### config.mk
export PLATFORM = sky130hd
export DESIGN_NAME = proc_run_controller
export DESIGN_NICKNAME = d
export VERILOG_FILES = /design/src/rtl/proc_run_controller_pkg.sv /design/src/rtl/proc_run_controller_btn_debounce.sv /design/src/rtl/proc_run_controller.sv
export SDC_FILE = /design/constraint.sdc
export NUM_CORES = 1
export LEC_CHECK = 0
export CAP_MARGIN = 20
export CORE_MARGIN = 4
export CORE_UTILIZATION = 46
export DETAILED_ROUTE_END_ITERATION = 8
export DONT_BUFFER_PORTS = 1
export REMOVE_ABC_BUFFERS = 1
export SYNTH_ARGS = -nofsm -noshare
export SYNTH_HDL_FRONTEND = slang
export SYNTH_SLANG_ARGS = --single-unit
### constraint.sdc
create_clock -name clk -period 2.21 [get_ports clk]
set_clock_uncertainty 0.05 [all_clocks]
set_input_delay 0.442 -clock clk [delete_from_list [all_inputs] [get_ports clk]]
set_output_delay 0.442 -clock clk [all_outputs]
set_load 0.02 [all_outputs]
### src/rtl/proc_run_controller_pkg.sv
// Shared definitions for the processor run controller: state encodings
// (also decoded by the seven-segment display path) and default parameters.
package proc_run_controller_pkg;

    typedef enum logic [1:0] {
        ST_IDLE = 2'b00,
        ST_RUN  = 2'b01,
        ST_STEP = 2'b10,
        ST_HALT = 2'b11
    } run_state_e;

    localparam int DEFAULT_DIV_COUNT       = 15000;
    localparam int DEFAULT_DEBOUNCE_CYCLES = 16;
    localparam int DEFAULT_CNT_W           = 32;

endpackage

### src/rtl/proc_run_controller_btn_debounce.sv
// Push-button conditioner: 2-FF synchroniser, stability counter and a
// one-clock pulse on the accepted rising edge. Reusable for any board button.
module btn_debounce #(
    parameter int DEBOUNCE_CYCLES = 16
) (
    input  logic clk,
    input  logic rst_n,
    input  logic btn_raw,
    output logic pulse
);

    localparam int CW = $clog2(DEBOUNCE_CYCLES + 1);
    localparam logic [CW-1:0] CNT_MAX = CW'(DEBOUNCE_CYCLES);

    logic          sync1_q, sync1_d;
    logic          sync2_q, sync2_d;
    logic          last_q, last_d;
    logic          stable_q, stable_d;
    logic          pulse_q, pulse_d;
    logic [CW-1:0] cnt_q, cnt_d;

    // Synchronise, track stability and accept a value once it held long enough
    always_comb begin
        sync1_d  = btn_raw;
        sync2_d  = sync1_q;
        last_d   = sync2_q;
        stable_d = stable_q;
        pulse_d  = 1'b0;
        if (sync2_q != last_q) begin
            cnt_d = '0;
        end else if (cnt_q != CNT_MAX) begin
            cnt_d = cnt_q + CW'(1);
        end else begin
            cnt_d = cnt_q;
        end
        // last_q has now been unchanged for DEBOUNCE_CYCLES clocks
        if ((cnt_q == CNT_MAX) && (last_q != stable_q)) begin
            stable_d = last_q;
            pulse_d  = last_q;
        end
    end

    // State registers, cleared asynchronously
    always_ff @(posedge clk or negedge rst_n) begin
        if (!rst_n) begin
            sync1_q  <= 1'b0;
            sync2_q  <= 1'b0;
            last_q   <= 1'b0;
            stable_q <= 1'b0;
            pulse_q  <= 1'b0;
            cnt_q    <= '0;
        end else begin
            sync1_q  <= sync1_d;
            sync2_q  <= sync2_d;
            last_q   <= last_d;
            stable_q <= stable_d;
            pulse_q  <= pulse_d;
            cnt_q    <= cnt_d;
        end
    end

    assign pulse = pulse_q;

endmodule

### src/rtl/proc_run_controller.sv
// Processor run controller: divides the board clock into a one-clock
// processor enable and sequences free-run, single-step and halt-at-end.
// Optional breakpoint support is built when PROC_RUN_BREAKPOINT_EN is defined;
// otherwise pc/bp_addr/bp_en are ignored and bp_hit is tied low.
module proc_run_controller
    import proc_run_controller_pkg::*;
#(
    parameter int DIV_COUNT       = DEFAULT_DIV_COUNT,
    parameter int DEBOUNCE_CYCLES = DEFAULT_DEBOUNCE_CYCLES,
    parameter int CNT_W           = DEFAULT_CNT_W
) (
    input  logic             clk,
    input  logic             reset,
    input  logic             run,
    input  logic             step_btn,
    input  logic             mem_end,
    input  logic [31:0]      pc,
    input  logic [31:0]      bp_addr,
    input  logic             bp_en,
    output logic             proc_ce,
    output logic [1:0]       state,
    output logic [CNT_W-1:0] instr_count,
    output logic             bp_hit,
    output logic             completed,
    output logic             not_completed
);

    localparam int DW = (DIV_COUNT > 1) ? $clog2(DIV_COUNT) : 1;
    localparam logic [DW-1:0] DIV_LAST = DW'(DIV_COUNT - 1);

    logic [DW-1:0]    div_q, div_d;
    logic             tick;
    run_state_e       state_q, state_d;
    logic             proc_ce_q, proc_ce_d;
    logic [CNT_W-1:0] cnt_q, cnt_d;
    logic             completed_q, completed_d;
    logic             not_completed_q, not_completed_d;
    logic             bp_hit_q, bp_hit_d;
    logic             step_pulse;
    logic             bp_match;
    logic             run_allowed;

    btn_debounce #(
        .DEBOUNCE_CYCLES(DEBOUNCE_CYCLES)
    ) u_step_debounce (
        .clk    (clk),
        .rst_n  (reset),
        .btn_raw(step_btn),
        .pulse  (step_pulse)
    );

    assign tick = (div_q == DIV_LAST);

`ifdef PROC_RUN_BREAKPOINT_EN
    logic run_prev_q, run_prev_d;
    logic run_rise;

    assign run_prev_d  = run;
    assign run_rise    = run & ~run_prev_q;
    assign bp_match    = bp_en & (pc == bp_addr);
    // After a breakpoint stop, only a fresh run request may resume free-run
    assign run_allowed = ~bp_hit_q | run_rise;

    // Previous run level for edge detection
    always_ff @(posedge clk or negedge reset) begin
        if (!reset) run_prev_q <= 1'b0;
        else        run_prev_q <= run_prev_d;
    end
`else
    logic unused_bp_inputs;

    assign unused_bp_inputs = ^{pc, bp_addr, bp_en};
    assign bp_match         = 1'b0;
    assign run_allowed      = 1'b1;
`endif

    // Next-state selection, mem_end has top priority
    always_comb begin
        state_d = state_q;
        if (mem_end && (state_q != ST_HALT)) begin
            state_d = ST_HALT;
        end else begin
            case (state_q)
                ST_IDLE: begin
                    if (run && run_allowed) state_d = ST_RUN;
                    else if (step_pulse)    state_d = ST_STEP;
                end
                ST_RUN: begin
                    if (!run)                 state_d = ST_IDLE;
                    else if (tick && bp_match) state_d = ST_IDLE;
                end
                ST_STEP: begin
                    if (tick) state_d = ST_IDLE;
                end
                default: state_d = state_q;
            endcase
        end
    end

    // Enable pulse, instruction counter, breakpoint flag and completion LEDs
    always_comb begin
        div_d     = tick ? '0 : div_q + DW'(1);
        proc_ce_d = 1'b0;
        if (!mem_end) begin
            case (state_q)
                ST_RUN:  proc_ce_d = run & tick & ~bp_match;
                ST_STEP: proc_ce_d = tick;
                default: proc_ce_d = 1'b0;
            endcase
        end
        cnt_d = cnt_q;
        if (proc_ce_d && (cnt_q != {CNT_W{1'b1}})) cnt_d = cnt_q + CNT_W'(1);
        completed_d     = (state_q == ST_HALT);
        not_completed_d = ~completed_d;
`ifdef PROC_RUN_BREAKPOINT_EN
        bp_hit_d = bp_hit_q;
        if (!mem_end && (state_q == ST_RUN) && run && tick && bp_match) bp_hit_d = 1'b1;
        else if (step_pulse || run_rise)                               bp_hit_d = 1'b0;
`else
        bp_hit_d = 1'b0;
`endif
    end

    // State register
    always_ff @(posedge clk or negedge reset) begin
        if (!reset) begin
            div_q           <= '0;
            state_q         <= ST_IDLE;
            proc_ce_q       <= 1'b0;
            cnt_q           <= '0;
            completed_q     <= 1'b0;
            not_completed_q <= 1'b1;
            bp_hit_q        <= 1'b0;
        end else begin
            div_q           <= div_d;
            state_q         <= state_d;
            proc_ce_q       <= proc_ce_d;
            cnt_q           <= cnt_d;
            completed_q     <= completed_d;
            not_completed_q <= not_completed_d;
            bp_hit_q        <= bp_hit_d;
        end
    end

    assign proc_ce       = proc_ce_q;
    assign state         = state_q;
    assign instr_count   = cnt_q;
    assign bp_hit        = bp_hit_q;
    assign completed     = completed_q;
    assign not_completed = not_completed_q;

endmodule

# Yosys cells after proc, flatten, opt, wreduce, memory -nomap -nowiden
# Cells that the tools add are included.
# totals
ff_bits	61
out_inout_bits	38
elab_cells	49
# op_classes
addsub	3
eq_ne	13
muxes	12
bitwise_logic	2
n_reduce_logical	7
# op_table
op	n
$add 32x1->32 const B	1
$ne 32x32->1 const B	1
$add 14x1->14 const B	1
$eq 14x14->1 const B	1
$mux 14	1
$mux 2	5
$mux 5	2
$ne 3x3->1 const B	2
$pmux 2 s3	1
$add 5x1->5 const B	1
$eq 5x5->1 const B	1
$ne 5x5->1 const B	1
$eq 2x2->1 const B	2
$ne 4x3->1 const B	1
$reduce_and 4->1	1
$reduce_bool 4->1	1
$logic_and 1x1->1	3
$eq 2x1->1 const B	1
$logic_not 2->1	1
$mux 1	2
$ne 1x1->1	2
$ne 2x2->1 const B	1
$pmux 1 s2	1
$reduce_bool 2->1	1
other kinds (2)	2

# Depth between registers and ports, before layout
# Gate-level depths: netlist (run 1).
# logic_depth
depth_word	5
depth_mapped	8
ltp_nobuf	7

# By module
# From an unflattened synthesis (run 1), not the netlist that was laid out.
# unflattened
cells_unflattened	283
hier_area_um2	3019.1
# by_module_without_submodules
module	n_inst	cells_each	area_per_inst_um2
proc_run_controller	1	252	2617.5
btn_debounce	1	31	401.6

# Worst setup path after synthesis (run 1)
# OpenSTA, ideal clock, no wires.
# synth_timing
kind	flip-flop to flip-flop
startpoint	reg state_q[0] (netlist: state[0])
endpoint	reg cnt_q[12] (netlist: instr_count[12])
setup_ps	131
arrival_ps	2155
required_time_ps	2029
slack_ps	-126
path_stages_with_launch	8
path_buffers	0
period_less_slack_ps	2336
cell_sequence	dfrtp_1 -> inv_1 -> ha_1 -> nand2b_1 -> or4_1 -> nor2_1 -> nand4_1 -> xnor2_1
# synth_via
elab_chain_cells	4
elab_cells_between_ends	5
classes_between	2 x eq/ne; 2 x mux; 1 x reduce/logical
# synth_rtl
element	line	text
start: declaration	proc_run_controller.sv:33	run_state_e state_q, state_d;
start signal: assignment	proc_run_controller.sv:136	state_q <= state_d;
$eq 2x2->1 / $eq 2x1->1 (equally long branches)	proc_run_controller.sv:105	case (state_q)
$pmux 1 s2 *	proc_run_controller.sv:105	
$mux 1 *	proc_run_controller.sv:104	if (!mem_end) begin
$logic_and 1x1->1 *	proc_run_controller.sv:112	if (proc_ce_d && (cnt_q != {CNT_W{1'b1}})) cnt_d = cnt_q + CNT_W'(1);
end signal: assignment	proc_run_controller.sv:138	cnt_q <= cnt_d;
end: declaration	proc_run_controller.sv:35	logic [CNT_W-1:0] cnt_q, cnt_d;
# Every way passes the cells marked *; elsewhere a longest branch is shown, timed or not.
# A chain may end at the register's enable or synchronous reset.

# Worst setup path in the final report (run 1)
# layout_timing
startpoint	reg state_q[0] (netlist: state[0])
endpoint	reg cnt_q[23] (netlist: instr_count[23])
# Same word-level chain as after synthesis.

==> flow_summary.html, run 1 <==
<table>
<tr><th>Metric</th><th>Value</th></tr>
<tr><th colspan="2">Floorplan</th></tr>
<tr><td>Die area</td><td>7850 um^2</td></tr>
<tr><td>Standard cell core area</td><td>6310 um^2</td></tr>
<tr><td>Height of the die</td><td>88.6 um</td></tr>
<tr><td>DIE WIDTH</td><td>88.6 um</td></tr>
<tr><td>Boundary Pins</td><td>108</td></tr>
<tr><td>Initial cell density of the core</td><td>47.3%</td></tr>
<tr><td>Rows</td><td>29</td></tr>
<tr><th colspan="2">Synth</th></tr>
<tr><td>Synth Register Bits</td><td>61</td></tr>
<tr><td>Most frequently used flop master after synthesis</td><td>sky130_fd_sc_hd__dfrtp_1</td></tr>
<tr><td>Post-Synthesis Cell Area</td><td>2990 um^2</td></tr>
<tr><td>Cell with the most instances after synthesis</td><td>sky130_fd_sc_hd__dfrtp_1</td></tr>
<tr><td>Most numerous cell types in the synthesized netlist</td><td>sky130_fd_sc_hd__dfrtp_1, sky130_fd_sc_hd__xnor2_1, sky130_fd_sc_hd__nand3_1</td></tr>
<tr><td>Async set or reset register ratio after synthesis</td><td>100%</td></tr>
<tr><td>Syn Inst Count</td><td>272</td></tr>
<tr><td>Area contributors post-synth</td><td>sky130_fd_sc_hd__dfrtp_1, sky130_fd_sc_hd__xnor2_1, sky130_fd_sc_hd__nand3_1, sky130_fd_sc_hd__ha_1, sky130_fd_sc_hd__nand4_1</td></tr>
<tr><td>Share of the synthesized area in the top cell type</td><td>50.2%</td></tr>
<tr><td>Syn. warnings</td><td>0</td></tr>
<tr><td>Post-synth EDFFs</td><td>0</td></tr>
<tr><td>Count of cell types in the netlist</td><td>37</td></tr>
<tr><td>Area leader, netlist</td><td>sky130_fd_sc_hd__dfrtp_1</td></tr>
<tr><td>Mean post-synth cell area</td><td>11.0 um^2</td></tr>
<tr><td>Share of the yosys chip area belonging to registers</td><td>51.1%</td></tr>
<tr><th colspan="2">STA</th></tr>
<tr><td>Tmin final</td><td>2100 ps</td></tr>
<tr><td>Number of setup violations in the final report</td><td>0</td></tr>
<tr><td>Hold Fails Final Rpt</td><td>0</td></tr>
<tr><td>Unrepaired setup endpoints after global routing</td><td>true</td></tr>
<tr><td>Crit share post-route</td><td>95.1%</td></tr>
<tr><td>Post-route worst hold slack</td><td>83.6 ps</td></tr>
<tr><td>Achievable clock frequency</td><td>476 MHz</td></tr>
<tr><td>Total negative slack for setup checks</td><td>0 ps</td></tr>
<tr><td>Final Slew Violations</td><td>0</td></tr>
<tr><th colspan="2">Global route</th></tr>
<tr><td>Final global-route overflow total</td><td>0</td></tr>
<tr><td>Global-route usage over all layers</td><td>17.0%</td></tr>
<tr><td>Largest net degree at the start of global routing</td><td>62</td></tr>
<tr><td>Via count of the first global-routing pass</td><td>2,088</td></tr>
<tr><td>Antenna violations before repair</td><td>0</td></tr>
<tr><td>Global-route wire length before repair</td><td>10,100 um</td></tr>
<tr><th colspan="2">Setup path</th></tr>
<tr><td>Endpoint of the most critical register-to-register path</td><td>instr_count[23]$_DFFE_PN0P_</td></tr>
<tr><td>Maximum fanout count along the critical path</td><td>5</td></tr>
<tr><td>Setup slack of the most critical reg-to-reg path</td><td>110 ps</td></tr>
<tr><td>Worst r2r path cells</td><td>7</td></tr>
<tr><td>Kind of critical path</td><td>flop to flop</td></tr>
<tr><td>Setup crit end kind</td><td>flop</td></tr>
<tr><td>Start of the worst register-to-register path</td><td>state[0]$_DFFE_PN0P_</td></tr>
<tr><td>Startpoint type of the worst setup path</td><td>flop</td></tr>
<tr><td>Arrival time of the worst setup path</td><td>2270 ps</td></tr>
<tr><td>Required time of the critical path</td><td>2380 ps</td></tr>
<tr><th colspan="2">Routing</th></tr>
<tr><td>Number of search-and-repair iterations in the first detailed-routing pass</td><td>5</td></tr>
<tr><td>Detail-routed via count per cell</td><td>5.39</td></tr>
<tr><td>Violation count after the first detailed-routing iteration</td><td>59</td></tr>
<tr><td>Post-detailed-route DRC marker count</td><td>0</td></tr>
<tr><td>Drt total wl</td><td>6030 um</td></tr>
<tr><td>Remaining antenna violation count after routing</td><td>0</td></tr>
<tr><td>Vias</td><td>2,219</td></tr>
<tr><td>Post-detailed-route wirelength per cell</td><td>14.6 um</td></tr>
<tr><th colspan="2">Clock tree</th></tr>
<tr><td>Max H-tree Level</td><td>3</td></tr>
<tr><td>Clock latency on the worst-skew pair</td><td>330 ps</td></tr>
<tr><td>Clock sink count</td><td>61</td></tr>
<tr><td>Root buffer selected by CTS</td><td>sky130_fd_sc_hd__clkbuf_8</td></tr>
<tr><td>CTS Buf Count</td><td>9</td></tr>
<tr><td>Total setup buffers inserted after CTS</td><td>0</td></tr>
<tr><td>Clock tree from TritonCTS</td><td>yes</td></tr>
<tr><td>Deepest clock path buffer count</td><td>2</td></tr>
<tr><td>Clock edge transition at the registers on the reported setup and hold paths</td><td>70 ps</td></tr>
<tr><th colspan="2">Placed design</th></tr>
<tr><td>Placed Area</td><td>3430 um^2</td></tr>
<tr><td>Quantity of I/O buffers inserted on ports</td><td>0</td></tr>
<tr><td>HPWL reported at the end of detailed placement</td><td>4300 um</td></tr>
<tr><td>RD Place Congestion</td><td>0.846</td></tr>
<tr><th colspan="2">Min path</th></tr>
<tr><td>Worst min-delay path endpoint</td><td>u_step_debounce.sync1_q$_DFF_PN0_</td></tr>
<tr><td>WHS Path Cells</td><td>0</td></tr>
<tr><td>Path class of the lowest-slack min-delay path</td><td>primary input to flop</td></tr>
<tr><td>Startpoint of the most critical hold path</td><td>step_btn</td></tr>
<tr><th colspan="2">Power and ir drop</th></tr>
<tr><td>Leak Pwr</td><td>1.73 nW</td></tr>
<tr><td>Post-layout power</td><td>2.75 mW</td></tr>
<tr><td>Pwr Density</td><td>742 nW/um^2</td></tr>
<tr><td>Peak supply drop</td><td>0.430 mV</td></tr>
<tr><th colspan="2">Layout</th></tr>
<tr><td>Layout cell share with drive strength beyond 1</td><td>22.4%</td></tr>
<tr><td>Cell area after layout</td><td>3700 um^2</td></tr>
<tr><td>Final-layout fill cell count</td><td>552</td></tr>
<tr><td>NumNets Final</td><td>409</td></tr>
<tr><td>Area occupied by registers</td><td>1530 um^2</td></tr>
<tr><td>Syn-to-layout area delta</td><td>23.9%</td></tr>
<tr><td>Area of the multi-input gates</td><td>1430 um^2</td></tr>
<tr><td>Utilization of the core after routing</td><td>58.6%</td></tr>
<tr><td>Number of antenna cells inserted</td><td>0</td></tr>
<tr><th colspan="2">Outcome</th></tr>
<tr><td>Run status</td><td>complete, no violations</td></tr>
<tr><th colspan="2">Run</th></tr>
<tr><td>Max-Cap Viols</td><td>0</td></tr>
</table>
-- metal layers --
metal	vias up	wire [um]	track usage [%]
li1	1077	-	-
met1	1079	2940	24.3
met2	51	2620	23.1
met3	12	332	5.12
met4	0	139	8.79
met5	-	0	0
-- critical path, stage by stage, from the launching register on --
cell and delay (ps):
sky130_fd_sc_hd__dfrtp_1 350, sky130_fd_sc_hd__buf_4 170, sky130_fd_sc_hd__ha_1 180, sky130_fd_sc_hd__a21oi_1 110, sky130_fd_sc_hd__or4_4 550, sky130_fd_sc_hd__nor3_4 280, sky130_fd_sc_hd__nand4b_1 150, sky130_fd_sc_hd__xnor2_1 150
-- cell usage in the layout (no fill, tap or decap), drive strengths merged, types with 9 or more instances in the layout --
master  instances
buf            49
nand2          19
xor2           11
xnor2          35
dfrtp          60
nand3          28
nand4          19
nor2           20
clkbuf         12
ha              9
-- through the flow --
step	worst slack (ps)	cells
after global routing	-13.2	412
final	109	412
after detailed placement	44.8	394
after global placement	50.5	394
after floorplan	-126	269
after CTS	32.7	412
-- timing repair --
action,4_1_cts,5_1_grt
gates resized for setup,0,3
hold buffers,2,0
endpoints found under the hold margin,61,0
endpoints found under the setup margin,0,6
-- sequential cells by signal, summed over array words and instances, names as in the netlist --
signal                    flops
instr_count                  32
div_q                        14
u_step_debounce.cnt_q         5
state                         2
completed                     1
not_completed                 1
proc_ce                       1
u_step_debounce.last_d        1
u_step_debounce.last_q        1
u_step_debounce.pulse         1
u_step_debounce.stable_q      1
u_step_debounce.sync1_q       1
-- how the worst max path moves through the flow --
stage,end,slack [ps],start
floorplan,instr_count[12]$_DFFE_PN0P_,-130,state[0]$_DFFE_PN0P_
global placement,instr_count[23]$_DFFE_PN0P_,50,state[0]$_DFFE_PN0P_
detailed placement,instr_count[23]$_DFFE_PN0P_,40,state[0]$_DFFE_PN0P_
CTS,instr_count[23]$_DFFE_PN0P_,30,state[0]$_DFFE_PN0P_
global route,instr_count[23]$_DFFE_PN0P_,-10,state[0]$_DFFE_PN0P_
finish,instr_count[23]$_DFFE_PN0P_,110,state[0]$_DFFE_PN0P_
-- power by group --
part           leakage [nW]  internal (mW)  switching, mW
clock network         0.116          0.694          0.424
registers             0.818           1.17         0.0470
logic                 0.791          0.162          0.247
-- final cells by class --
cell class | count | share of cell area, %
clock buffers | 12 | 4.19
clock inverters | 4 | 1.89
inverters | 8 | 0.811
multi-input cells | 200 | 38.5
flip-flops and latches | 61 | 41.3
well taps | 77 | 2.60
repair buffers | 50 | 10.7
-- logic make-up (layout without fill, tap and decap cells) --
family	Yosys count	count (layout)	synth area share [%]
multiplexers	6	6	2.09
AND/OR/NAND/NOR	130	130	25.6
other	1	1	0.125
XOR/XNOR	46	46	13.5
AO/OA/AOI/OAI	8	8	2.22
flip-flops	61	61	51.1
adder cells (fa/ha/maj)	9	9	3.77
buffers and inverters	11	74	1.59
No activity file was read; power rests on OpenSTA's default activity.
==> run 2: changes to the inputs <==
Settings changed: CTS_CLUSTER_SIZE set to 12, REMOVE_ABC_BUFFERS 1 to not set.
==> flow_summary.html, run 2 (synthesis results as in run 1) <==
<table>
<tr><th>Metric</th><th>Value</th></tr>
<tr><th colspan="2">Outcome</th></tr>
<tr><td>Run status</td><td>complete, no violations (unchanged)</td></tr>
<tr><th colspan="2">STA</th></tr>
<tr><td>Post-route worst hold slack</td><td>76.6 ps (was 83.6 ps)</td></tr>
<tr><td>Hold Fails Final Rpt</td><td>0 (unchanged)</td></tr>
<tr><td>Final Slew Violations</td><td>0 (unchanged)</td></tr>
<tr><td>Number of setup violations in the final report</td><td>0 (unchanged)</td></tr>
<tr><td>Achievable clock frequency</td><td>485 MHz (was 476 MHz)</td></tr>
<tr><td>Crit share post-route</td><td>93.4% (was 95.1%)</td></tr>
<tr><td>Post-route setup slack</td><td>146 ps (was 109 ps)</td></tr>
<tr><td>Tmin final</td><td>2060 ps (was 2100 ps)</td></tr>
<tr><th colspan="2">Synth</th></tr>
<tr><td>Synthesized Nets</td><td>351</td></tr>
<tr><th colspan="2">Clock tree</th></tr>
<tr><td>Total setup buffers inserted after CTS</td><td>0 (unchanged)</td></tr>
<tr><td>Root buffer selected by CTS</td><td>sky130_fd_sc_hd__clkbuf_8 (unchanged)</td></tr>
<tr><td>CTS Buf Count</td><td>9 (unchanged)</td></tr>
<tr><td>Clock sink count</td><td>61 (unchanged)</td></tr>
<tr><td>Clock latency on the worst-skew pair</td><td>340 ps (was 330 ps)</td></tr>
<tr><td>Deepest clock path buffer count</td><td>2 (unchanged)</td></tr>
<tr><td>Max H-tree Level</td><td>3 (unchanged)</td></tr>
<tr><td>Clock tree from TritonCTS</td><td>yes (unchanged)</td></tr>
<tr><td>Clock edge transition at the registers on the reported setup and hold paths</td><td>70 ps (about the same)</td></tr>
<tr><th colspan="2">Setup path</th></tr>
<tr><td>Setup slack of the most critical reg-to-reg path</td><td>150 ps (was 110 ps)</td></tr>
<tr><td>Setup crit end kind</td><td>flop (unchanged)</td></tr>
<tr><td>Arrival time of the worst setup path</td><td>2240 ps (was 2270 ps)</td></tr>
<tr><td>Critical Path Max Stage Delay</td><td>360 ps (was 550 ps)</td></tr>
<tr><td>Startpoint type of the worst setup path</td><td>flop (unchanged)</td></tr>
<tr><td>CP max stage cell</td><td>sky130_fd_sc_hd__dfrtp_1 (was sky130_fd_sc_hd__or4_4)</td></tr>
<tr><td>CP cell instances</td><td>ha_1 &gt; and4b_1 &gt; nand4_4 &gt; a2111oi_4 &gt; buf_4 &gt; mux2_2 (was buf_4 &gt; ha_1 &gt; a21oi_1 &gt; or4_4 &gt; nor3_4 &gt; nand4b_1 &gt; xnor2_1)</td></tr>
<tr><td>Kind of critical path</td><td>flop to flop (unchanged)</td></tr>
<tr><td>Required time of the critical path</td><td>2390 ps (was 2380 ps)</td></tr>
<tr><td>Maximum fanout count along the critical path</td><td>7 (was 5)</td></tr>
<tr><th colspan="2">Routing</th></tr>
<tr><td>Number of search-and-repair iterations in the first detailed-routing pass</td><td>4 (was 5)</td></tr>
<tr><td>Drt total wl</td><td>6060 um (was 6030 um)</td></tr>
<tr><td>Vias</td><td>2,193 (was 2,219)</td></tr>
<tr><td>Detail-routed via count per cell</td><td>5.35 (was 5.39)</td></tr>
<tr><td>Violation count after the first detailed-routing iteration</td><td>130 (was 59)</td></tr>
<tr><td>Post-detailed-route DRC marker count</td><td>0 (unchanged)</td></tr>
<tr><td>Post-detailed-route wirelength per cell</td><td>14.8 um (was 14.6 um)</td></tr>
<tr><td>Remaining antenna violation count after routing</td><td>0 (unchanged)</td></tr>
<tr><th colspan="2">Layout</th></tr>
<tr><td>Most used cells in the layout excluding fill and tap cells</td><td>sky130_fd_sc_hd__dfrtp_1, sky130_fd_sc_hd__buf_4, sky130_fd_sc_hd__xnor2_1 (unchanged)</td></tr>
<tr><td>Final-layout fill cell count</td><td>558 (was 552)</td></tr>
<tr><td>Non-filler instance count after layout</td><td>410 (was 412)</td></tr>
<tr><td>NumNets Final</td><td>408 (was 409)</td></tr>
<tr><td>Area of the multi-input gates</td><td>1460 um^2 (was 1430 um^2)</td></tr>
<tr><td>Max reg flops</td><td>32 (unchanged)</td></tr>
<tr><td>Syn-to-layout area delta</td><td>23.4% (was 23.9%)</td></tr>
<tr><td>Number of antenna cells inserted</td><td>0 (unchanged)</td></tr>
<tr><td>Layout cell share with drive strength beyond 1</td><td>24.3% (was 22.4%)</td></tr>
<tr><td>Area occupied by registers</td><td>1530 um^2 (about the same)</td></tr>
<tr><td>Most common library cell in the layout ignoring fill and taps</td><td>sky130_fd_sc_hd__dfrtp_1 (unchanged)</td></tr>
<tr><th colspan="2">Min path</th></tr>
<tr><td>Path class of the lowest-slack min-delay path</td><td>primary input to flop (unchanged)</td></tr>
<tr><th colspan="2">Global route</th></tr>
<tr><td>Global-route wire length before repair</td><td>10,200 um (was 10,100 um)</td></tr>
<tr><td>Final global-route overflow total</td><td>0 (unchanged)</td></tr>
<tr><td>Largest net degree at the start of global routing</td><td>62 (unchanged)</td></tr>
<tr><td>Global-route usage over all layers</td><td>17.3% (was 17.0%)</td></tr>
<tr><td>Via count of the first global-routing pass</td><td>2,140 (was 2,088)</td></tr>
<tr><td>Antenna violations before repair</td><td>0 (unchanged)</td></tr>
<tr><th colspan="2">Placed design</th></tr>
<tr><td>Placed Cells</td><td>393 (was 394)</td></tr>
<tr><td>Pre-CTS WS</td><td>23.1 ps (was 44.8 ps)</td></tr>
<tr><td>HPWL reported at the end of detailed placement</td><td>4380 um (was 4300 um)</td></tr>
<tr><td>RD Place Congestion</td><td>0.770 (was 0.846)</td></tr>
<tr><td>Quantity of I/O buffers inserted on ports</td><td>0 (unchanged)</td></tr>
<tr><th colspan="2">Run</th></tr>
<tr><td>Max-Cap Viols</td><td>0 (unchanged)</td></tr>
<tr><th colspan="2">Floorplan</th></tr>
<tr><td>Die area</td><td>7850 um^2 (unchanged)</td></tr>
<tr><td>Rows</td><td>29 (unchanged)</td></tr>
<tr><td>Standard cell core area</td><td>6310 um^2 (unchanged)</td></tr>
<tr><td>DIE WIDTH</td><td>88.6 um (unchanged)</td></tr>
<tr><td>Height of the die</td><td>88.6 um (unchanged)</td></tr>
<tr><td>Boundary Pins</td><td>108 (unchanged)</td></tr>
<tr><td>Initial cell density of the core</td><td>47.3% (unchanged)</td></tr>
<tr><th colspan="2">Power and ir drop</th></tr>
<tr><td>Peak supply drop</td><td>0.433 mV (was 0.430 mV)</td></tr>
<tr><td>Pwr Density</td><td>705 nW/um^2 (was 742 nW/um^2)</td></tr>
<tr><td>Leak Pwr</td><td>1.70 nW (was 1.73 nW)</td></tr>
<tr><td>Post-layout power</td><td>2.60 mW (was 2.75 mW)</td></tr>
</table>
==> run 2: changes by cell type in the layout (fill, tap and decap cells not counted), sizes merged <==
cell | previous run | this run
buf | 49 | 48
clkbuf | 12 | 13
bufinv | 2 | 0
==> run 2: critical path, delay by kind of cell (launching register included) <==
kind                     cells  cell delay (ps)
multiplexers                 1              330
AND/OR/NAND/NOR              2              480
AO/OA/AOI/OAI                1              350
flip-flops                   1              360
buffers and inverters        1              210
adder cells (fa/ha/maj)      1              170
==> run 2: final cells by class <==
type                       instances  share of cell area [%]
tap                               77                    2.61
clock inverter                     2                   0.271
timing repair buffer              49                    10.8
sequential                        61                    41.5
multi-input combinational        200                    39.7
clock buffer                      13                    4.31
inverter                           8                   0.814
==> run 2: per-stage QoR <==
stage               setup TNS (ps)  instance area [um^2]  utilization, %
CTS                              0                  3640            57.6
global route                 -7.03                  3690            58.4
detailed placement               0                  3420            54.2
floorplan                     -188                  2990               -
finish                           0                  3690            58.4
global placement                 0                  3420            54.2
==> run 2: where the power goes <==
part           internal [mW]  total (mW)  switching [mW]
registers               1.18        1.23          0.0543
logic                  0.219       0.507           0.287
clock network          0.459       0.860           0.402
total                   1.85        2.60           0.743
==> run 2: what timing repair did <==
action / CTS / global route
hold buffers: 2 / 0
setup endpoints to repair: 1 / 11
pin swaps: 0 / 6
hold endpoints to repair: 61 / 0
gates resized for setup: 1 / 12
==> run 2: path summary, 6_finish.rpt <==
check | start | cells past startpoint | endpoint
min in group asynchronous | reset | 2 | div_q[9]$_DFF_PN0_
max in group asynchronous | reset | 2 | not_completed$_DFF_PN1_
max | div_q[1]$_DFF_PN0_ | 6 | instr_count[1]$_DFFE_PN0P_
max reg2reg | div_q[1]$_DFF_PN0_ | 6 | instr_count[1]$_DFFE_PN0P_
min | step_btn | 0 | u_step_debounce.sync1_q$_DFF_PN0_
min reg2reg | u_step_debounce.sync1_q$_DFF_PN0_ | 0 | u_step_debounce.last_d$_DFF_PN0_
==> run 2: layer usage <==
layer | part of all wire, % | global-route usage [%]
met1 | 46 | 22.7
met2 | 45 | 25.1
met3 | 6.5 | 5.96
met4 | 2.2 | 9.20
met5 | 0 | 0
==> run 3: changes to the inputs <==
Settings changed: MAX_ROUTING_LAYER set to met4, SKIP_LAST_GASP set to 1.
==> flow_summary.html, run 3 (synthesis results as in run 1) <==
<table>
<tr><th>Metric</th><th>Value</th></tr>
<tr><th colspan="2">Outcome</th></tr>
<tr><td>Run status</td><td>complete, no violations (unchanged)</td></tr>
<tr><th colspan="2">Floorplan</th></tr>
<tr><td>Standard cell core area</td><td>6310 um^2 (unchanged)</td></tr>
<tr><td>Boundary Pins</td><td>108 (unchanged)</td></tr>
<tr><td>Die area</td><td>7850 um^2 (unchanged)</td></tr>
<tr><td>Rows</td><td>29 (unchanged)</td></tr>
<tr><td>Height of the die</td><td>88.6 um (unchanged)</td></tr>
<tr><td>Initial cell density of the core</td><td>47.3% (unchanged)</td></tr>
<tr><td>DIE WIDTH</td><td>88.6 um (unchanged)</td></tr>
<tr><th colspan="2">Layout</th></tr>
<tr><td>Final-layout fill cell count</td><td>558 (unchanged)</td></tr>
<tr><td>Most used cells in the layout excluding fill and tap cells</td><td>sky130_fd_sc_hd__dfrtp_1, sky130_fd_sc_hd__buf_4, sky130_fd_sc_hd__xnor2_1 (unchanged)</td></tr>
<tr><td>Most common library cell in the layout ignoring fill and taps</td><td>sky130_fd_sc_hd__dfrtp_1 (unchanged)</td></tr>
<tr><td>Syn-to-layout area delta</td><td>23.4% (unchanged)</td></tr>
<tr><td>NumNets Final</td><td>408 (unchanged)</td></tr>
<tr><td>Layout cell share with drive strength beyond 1</td><td>24.3% (unchanged)</td></tr>
<tr><td>Cell area after layout</td><td>3690 um^2 (unchanged)</td></tr>
<tr><td>Max reg flops</td><td>32 (unchanged)</td></tr>
<tr><td>Non-filler instance count after layout</td><td>410 (unchanged)</td></tr>
<tr><td>Number of antenna cells inserted</td><td>0 (unchanged)</td></tr>
<tr><th colspan="2">Clock tree</th></tr>
<tr><td>Clock edge transition at the registers on the reported setup and hold paths</td><td>70 ps (about the same)</td></tr>
<tr><td>Clock sink count</td><td>61 (unchanged)</td></tr>
<tr><td>Clock latency on the worst-skew pair</td><td>340 ps (about the same)</td></tr>
<tr><td>Max H-tree Level</td><td>3 (unchanged)</td></tr>
<tr><td>Clock tree from TritonCTS</td><td>yes (unchanged)</td></tr>
<tr><td>Root buffer selected by CTS</td><td>sky130_fd_sc_hd__clkbuf_8 (unchanged)</td></tr>
<tr><td>CTS Buf Count</td><td>9 (unchanged)</td></tr>
<tr><td>Deepest clock path buffer count</td><td>2 (unchanged)</td></tr>
<tr><th colspan="2">Setup path</th></tr>
<tr><td>Startpoint type of the worst setup path</td><td>flop (unchanged)</td></tr>
<tr><td>Setup crit end kind</td><td>flop (unchanged)</td></tr>
<tr><td>CP cell instances</td><td>ha_1 &gt; and4b_1 &gt; nand4_4 &gt; a2111oi_4 &gt; buf_4 &gt; mux2_2 (unchanged)</td></tr>
<tr><td>Combined buffer and inverter count along the critical path</td><td>1 (unchanged)</td></tr>
<tr><td>Critical Path Max Stage Delay</td><td>360 ps (about the same)</td></tr>
<tr><td>CP max stage cell</td><td>sky130_fd_sc_hd__dfrtp_1 (unchanged)</td></tr>
<tr><td>Cell type group with the largest total delay on the critical path</td><td>simple AND/OR/NAND/NOR gates (unchanged)</td></tr>
<tr><td>Maximum fanout count along the critical path</td><td>7 (unchanged)</td></tr>
<tr><td>Worst Setup SP</td><td>div_q[1]$_DFF_PN0_ (unchanged)</td></tr>
<tr><td>Start of the worst register-to-register path</td><td>div_q[1]$_DFF_PN0_ (unchanged)</td></tr>
<tr><td>Required time of the critical path</td><td>2390 ps (about the same)</td></tr>
<tr><td>Kind of critical path</td><td>flop to flop (unchanged)</td></tr>
<tr><td>Arrival time of the worst setup path</td><td>2240 ps (about the same)</td></tr>
<tr><th colspan="2">Synth</th></tr>
<tr><td>Synthesized Nets</td><td>351 (unchanged)</td></tr>
<tr><th colspan="2">Global route</th></tr>
<tr><td>Via count of the first global-routing pass</td><td>2,134 (was 2,140)</td></tr>
<tr><td>Global-route wire length before repair</td><td>10,200 um (about the same)</td></tr>
<tr><td>Final global-route overflow total</td><td>0 (unchanged)</td></tr>
<tr><td>Largest net degree at the start of global routing</td><td>62 (unchanged)</td></tr>
<tr><td>Antenna violations before repair</td><td>0 (unchanged)</td></tr>
<tr><td>Global-route usage over all layers</td><td>17.8% (was 17.3%)</td></tr>
<tr><th colspan="2">Placed design</th></tr>
<tr><td>RD Place Congestion</td><td>0.780 (was 0.770)</td></tr>
<tr><td>Placed Area</td><td>3420 um^2 (unchanged)</td></tr>
<tr><td>HPWL reported at the end of detailed placement</td><td>4380 um (unchanged)</td></tr>
<tr><td>Quantity of I/O buffers inserted on ports</td><td>0 (unchanged)</td></tr>
<tr><td>Pre-CTS WS</td><td>23.1 ps (unchanged)</td></tr>
<tr><td>Placed Cells</td><td>393 (unchanged)</td></tr>
<tr><th colspan="2">STA</th></tr>
<tr><td>Final Slew Violations</td><td>0 (unchanged)</td></tr>
<tr><td>Crit share post-route</td><td>93.5% (was 93.4%)</td></tr>
<tr><td>Unrepaired setup endpoints after global routing</td><td>true</td></tr>
<tr><td>Number of setup violations in the final report</td><td>0 (unchanged)</td></tr>
<tr><td>Tmin final</td><td>2070 ps (was 2060 ps)</td></tr>
<tr><td>Post-route setup slack</td><td>144 ps (was 146 ps)</td></tr>
<tr><td>Hold Fails Final Rpt</td><td>0 (unchanged)</td></tr>
<tr><td>Total negative slack for setup checks</td><td>0 ps (unchanged)</td></tr>
<tr><td>Achievable clock frequency</td><td>484 MHz (was 485 MHz)</td></tr>
<tr><th colspan="2">Routing</th></tr>
<tr><td>Highest routing layer actually used</td><td>met4 (unchanged)</td></tr>
<tr><td>Detail-routed via count per cell</td><td>5.39 (was 5.35)</td></tr>
<tr><td>Remaining antenna violation count after routing</td><td>0 (unchanged)</td></tr>
<tr><td>Violation count after the first detailed-routing iteration</td><td>136 (was 130)</td></tr>
<tr><td>Number of search-and-repair iterations in the first detailed-routing pass</td><td>4 (unchanged)</td></tr>
<tr><td>Drt total wl</td><td>6070 um (was 6060 um)</td></tr>
<tr><td>Detailed-routed wire length on met2</td><td>2720 um (about the same)</td></tr>
<tr><td>Routed length on met1</td><td>2840 um (was 2810 um)</td></tr>
<tr><td>Met3 wire length</td><td>380 um (was 392 um)</td></tr>
<tr><td>Post-detailed-route wirelength per cell</td><td>14.8 um (about the same)</td></tr>
<tr><td>Vias</td><td>2,211 (was 2,193)</td></tr>
<tr><td>Post-detailed-route DRC marker count</td><td>0 (unchanged)</td></tr>
<tr><th colspan="2">Power and ir drop</th></tr>
<tr><td>Pwr Density</td><td>705 nW/um^2 (about the same)</td></tr>
<tr><td>Post-layout power</td><td>2.60 mW (about the same)</td></tr>
<tr><td>Leak Pwr</td><td>1.70 nW (unchanged)</td></tr>
<tr><td>Peak supply drop</td><td>0.432 mV (was 0.433 mV)</td></tr>
<tr><th colspan="2">Run</th></tr>
<tr><td>Max-Cap Viols</td><td>0 (unchanged)</td></tr>
<tr><th colspan="2">Min path</th></tr>
<tr><td>Path class of the lowest-slack min-delay path</td><td>primary input to flop (unchanged)</td></tr>
<tr><td>Startpoint of the most critical hold path</td><td>step_btn (unchanged)</td></tr>
</table>
run 3: worst paths after layout:
check                      slack, ps  cells after the start                                 to
setup / recovery                 140                      6         instr_count[1]$_DFFE_PN0P_
hold / removal                    80                      0  u_step_debounce.sync1_q$_DFF_PN0_
setup reg to reg                 140                      6         instr_count[1]$_DFFE_PN0P_
hold reg to reg                  310                      0   u_step_debounce.last_d$_DFF_PN0_
max in group asynchronous       1240                      2            not_completed$_DFF_PN1_
min in group asynchronous        580                      2                 div_q[9]$_DFF_PN0_
run 3: through the flow:
| step | hold WS [ps] | utilization [%] |
|---|---|---|
| floorplan | 96.4 | - |
| global placement | 98.6 | 54.2 |
| detailed placement | 99.3 | 54.2 |
| CTS | 54.8 | 57.6 |
| global route | 51.8 | 58.4 |
| finish | 77.1 | 58.4 |
run 3: worst register-to-register path: stages (launching register included):
cell and delay, ps:
sky130_fd_sc_hd__dfrtp_1 360, sky130_fd_sc_hd__ha_1 170, sky130_fd_sc_hd__and4b_1 280, sky130_fd_sc_hd__nand4_4 200, sky130_fd_sc_hd__a2111oi_4 350, sky130_fd_sc_hd__buf_4 210
sky130_fd_sc_hd__mux2_2 340
run 3: area by class of cell:
cell class,instances,area (um^2),share of cell area (%)
clock buffer,13,159,4.31
tap,77,96.3,2.61
clock inverter,2,10.0,0.271
sequential,61,1530,41.5
inverter,8,30.0,0.814
timing repair buffer,49,398,10.8
multi-input combinational,200,1460,39.7
run 3: where the power goes:
part           total [mW]  switching, mW  internal, mW  leakage [nW]
logic               0.506          0.287         0.219         0.792
registers            1.23         0.0543          1.18         0.815
clock network       0.862          0.404         0.459        0.0893
run 3: repair_timing:
action                                  CTS  global route
hold buffers                              2             0
pin swaps                                 0             5
setup buffers                             0             0
endpoints found under the setup margin    1            11
gates resized for setup                   1            12
hold endpoints to repair                 61             0
run 3: routing by layer:
layer	GRT usage, %	vias to the layer above
met4	9.20	0
met2	25.1	58
met1	22.8	1071
met5	-	-
li1	-	1070
met3	5.96	12
